File: src/rtl/dsm1_mod.sv
// dsm1_mod: first-order delta-sigma modulator core.
// Accepts 16-bit unsigned PCM samples over valid/ready. Each sample is held for OSR
// modulator ticks. Every tick the held sample is added into a 16-bit phase accumulator,
// and the carry out of that addition becomes the registered 1-bit output stream.
module dsm1_mod #(
  parameter int OSR = 64  // legal range 2..65535
) (
  input  logic        clk,
  input  logic        rst,
  input  logic [15:0] din,
  input  logic        din_valid,
  output logic        din_ready,
  output logic        dout,
  output logic        underrun,
  input  logic        clr_underrun
);

  localparam int CW = (OSR > 1) ? $clog2(OSR) : 1;
  localparam logic [CW-1:0] CNT_LAST = CW'(OSR - 1);

  typedef enum logic [0:0] {
    S_IDLE = 1'b0,
    S_RUN  = 1'b1
  } state_t;

  state_t          r_state;
  logic [15:0]     r_x;
  logic [15:0]     r_acc;
  logic [CW-1:0]   r_cnt;
  logic            r_dout;
  logic            r_underrun;

  logic            w_boundary;
  logic [16:0]     w_sum;

  // Last tick of the current window: the only RUN cycle that may take a new sample.
  assign w_boundary = (r_state == S_RUN) && (r_cnt == CNT_LAST);

  // 17-bit sum; bit 16 is the carry that forms the bitstream.
  assign w_sum = {1'b0, r_acc} + {1'b0, r_x};

  // Ready is decoded from registered state only, never from din_valid.
  assign din_ready = (r_state == S_IDLE) || w_boundary;

  assign dout     = r_dout;
  assign underrun = r_underrun;

  // Sequencer, accumulator, carry capture and sticky underrun flag.
  always_ff @(posedge clk or posedge rst) begin
    if (rst) begin
      r_state    <= S_IDLE;
      r_x        <= 16'h0000;
      r_acc      <= 16'h0000;
      r_cnt      <= '0;
      r_dout     <= 1'b0;
      r_underrun <= 1'b0;
    end else begin
      // Clear is applied first so that a set on the same edge overrides it.
      if (clr_underrun) begin
        r_underrun <= 1'b0;
      end
      case (r_state)
        S_IDLE: begin
          // Capture only; the first accumulate happens on the following edge.
          if (din_valid) begin
            r_x     <= din;
            r_cnt   <= '0;
            r_state <= S_RUN;
          end
        end
        S_RUN: begin
          // Accumulate with the currently held sample, even on the boundary edge.
          r_dout <= w_sum[16];
          r_acc  <= w_sum[15:0];
          if (w_boundary) begin
            r_cnt <= '0;
            if (din_valid) begin
              r_x <= din;
            end else begin
              // No sample available: repeat the old one and flag it.
              r_underrun <= 1'b1;
            end
          end else begin
            r_cnt <= r_cnt + CW'(1);
          end
        end
        default: begin
          r_state <= S_IDLE;
        end
      endcase
    end
  end

endmodule

File: config.mk
export PLATFORM = sky130hd
export DESIGN_NAME = dsm1_mod
export DESIGN_NICKNAME = d
export VERILOG_FILES = /design/src/rtl/dsm1_mod.sv
export SDC_FILE = /design/constraint.sdc
export NUM_CORES = 1
export LEC_CHECK = 0
export BUFFER_PORTS_ARGS = -buffer_cell sky130_fd_sc_hd__buf_4
export CORE_ASPECT_RATIO = 0.5
export CORE_MARGIN = 5
export CORE_UTILIZATION = 40
export CTS_CLUSTER_DIAMETER = 30
export DETAILED_ROUTE_END_ITERATION = 16
export HOLD_SLACK_MARGIN = 0.12
export PLACE_DENSITY = 0.61
export SYNTH_ARGS = -nofsm -noshare
export SYNTH_HDL_FRONTEND = slang
export SYNTH_SLANG_ARGS = --single-unit
File: constraint.sdc
create_clock -name clk -period 5.09 [get_ports clk]
set_input_delay 1.018 -clock clk [delete_from_list [all_inputs] [get_ports clk]]
set_output_delay 1.018 -clock clk [all_outputs]
set_load 0.005 [all_outputs]
==> results.tsv <==
metric	value	unit
synthesis.nets	274	
timing.hold.worst_path_depth	2	
most-common-layout-cells	sky130_fd_sc_hd__dfrtp_1, sky130_fd_sc_hd__buf_4, sky130_fd_sc_hd__mux2_2	
synth_seq_cells	41	
cts-root-buf	sky130_fd_sc_hd__clkbuf_16	
min_path_type	reg -> reg	
p_seq_share	27.9	%
timing.fmax	362	MHz
gp_congestion	0.813	
layout.nets	296	
cts_tree	built	
grt_total_ovfl	0	
path_max_fanout	33	
cp-end-kind	output pin	
final_common_cell	sky130_fd_sc_hd__dfrtp_1	
first_global_vias	1874	
hold_buffers	0	
synth_enable_flop_cells	0	
ctsHtreeMaxLevel	2	
synth.cell_area	0.00245	mm^2
power_density	734	mW/mm^2
predominant_post_synthesis_flop_cell	sky130_fd_sc_hd__dfrtp_1	
finalSetupViolations	0	
setup-tns-final	0	ps
drv_slew	0	
synthCells	236	
leakage	0.00132	uW
row_count	20	
fp.coreArea	0.00601	mm^2
yosys_warnings	0	
netSwitchingPower	800	uW
post_route_cells_drive_above_1_share	22.0	%
cp.required	4070	ps
cell_count_post_placement	328	
violation_count_after_the_first_detailed_routing_iteration	76	
largest_buffer_count_on_any_clock_path	2	
routed_via_density	5.54	
clock_latency_on_the_worst_skew_pair	280	ps
p_total	2090	uW
stdcell_area	0.00285	mm^2
area_delta_synth_final	16.5	%
route.final.wire_length	4.77	mm
worst_ir_drop_vdd	199	uV
detailroute.via_count	1860	
cts.repair.resized	0	
dp_hpwl	3.49	mm
worstMarginPinSlew	1050	ps
post_detailed_route_wirelength_per_cell	14.2	um
die_width	121	um
synth_cell_types	52	
post-cts-setup-buffers	0	
final-instance-count-excl-fill	336	
comb_power_share	54.7	%
track_usage	13.6	%
regToRegStartpoint	r_state	
sw_frac_of_total	38.3	%
io_pins	23	
start_util	40.7	%
dr.pass1.iters	4	
path_clk_slew	60	ps
clkSinkCount	41	
critPathLaunchType	register	
post_synth.cell_area_avg	10.4	um^2
fin_hold_ws	485	ps
async_sr_flop_fraction	100	%
outcome	finished clean	
worstReg2RegEnd	r_acc[12]	
antenna_found_initial	0	
grt_pass1_wl	8.58	mm
placed_cell_area	0.00268	mm^2
rrSetupSlack	2400	ps
rsz0062_at_grt	false	
port-buffer-count	22	
worstSetupPathType	reg -> out	
worstPathArrival	1740	ps
numCtsBuffers	5	
hold_violations	0	
worst_clock_skew	3.99	ps
hold_path.startpoint	r_acc[7]	
hold_path_end	r_acc[7]	
clkPwrFrac	17.5	%
drc	0	
timing.final.crit_period	2760	ps
relSlewSlack	29.9	%
detail-route-antenna-nets	0	
die_h	65.3	um
timing.final.crit_share	54.3	%
insertedDiodeCount	0	
count_of_cells_along_the_worst_register_to_register_path	3	
pin_count_of_the_biggest_net_entering_global_routing	42	
die_area	0.00788	mm^2
synth-seq-area-share	41.9	%
drv.max_cap_violation_count	0	
p_int	1290	uW
cell usage after synthesis, drive strengths merged, types with 3 or more instances:
cell type,n,area share [%]
a21o,5,1.5
a21oi,12,2.6
a31oi,3,0.77
and2,3,0.77
and3,3,0.77
clkbuf,6,0.92
dfrtp,41,42
ha,17,8.7
inv,8,1.2
mux2,22,10
nand2,20,3.1
nand3,13,2.7
nor2,10,1.5
nor2b,3,0.77
nor3b,4,1.2
o2111ai,3,1.1
o211ai,3,0.92
o21a,3,0.92
o21ai,9,1.8
xnor2,6,2.1
routing by layer:
metal  track usage, %  vias up  wire, um
met5                0        -         0
li1                 -      924         -
met3             3.44        6       194
met2             21.5       30      2080
met4             4.38        0        60
met1             18.2      900      2440
layout make-up:
type,count,area [um^2]
fill,576,3160
multi-input combinational,178,1350
sequential,41,1030
timing repair buffer,23,173
clock buffer,7,143
tap,77,96.3
inverter,9,33.8
clock inverter,1,30.0
worst max path at each step:
stage	start	to	slack, ps	cells past startpoint
final	r_state	din_ready	2330	2
after global routing	r_state	r_acc[12]	2150	3
after CTS	r_state	din_ready	2300	2
after detailed placement	r_state	r_acc[12]	2390	3
after global placement	r_state	r_acc[12]	2430	3
after floorplan	r_x[0]	r_acc[14]	3010	7
power groups by stage:
| stage | Sequential [uW] | Clock [uW] | Combinational [uW] |
|---|---|---|---|
| detailed placement | 591 | 0 | 1140 |
| global placement | 582 | 0 | 1110 |
| CTS | 585 | 375 | 1150 |
| finish | 583 | 365 | 1140 |
| global route | 605 | 395 | 1300 |
| floorplan | 563 | 0 | 960 |
metrics by stage:
stage	utilization (%)	setup slack (ps)
after floorplan	-	3010
after global placement	44.6	2430
after detailed placement	44.6	2390
after CTS	47.5	2300
after global routing	47.5	2150
final	47.5	2330
critical path: stages, from the launching register on:
cell                      delay (ps)
sky130_fd_sc_hd__dfrtp_1        1040
sky130_fd_sc_hd__nand2_1         210
sky130_fd_sc_hd__buf_4           210
registers in the layout, summed over array words and instances, names as in the netlist:
register	cells
r_acc	16
dout	1
r_x	16
r_state	1
r_cnt	6
underrun	1
logic make-up (layout without fill, tap and decap cells):
family,after synthesis,in the layout,share of synthesized area [%]
XOR/XNOR,7,7,2.51
multiplexers,23,23,10.5
AND/OR/NAND/NOR,66,66,13.3
AO/OA/AOI/OAI,64,64,19.2
buffers and inverters,17,40,2.96
adder cells (fa/ha/maj),18,18,9.51
flip-flops,41,41,41.9
Note: power is estimated with default switching activity, not from simulation.
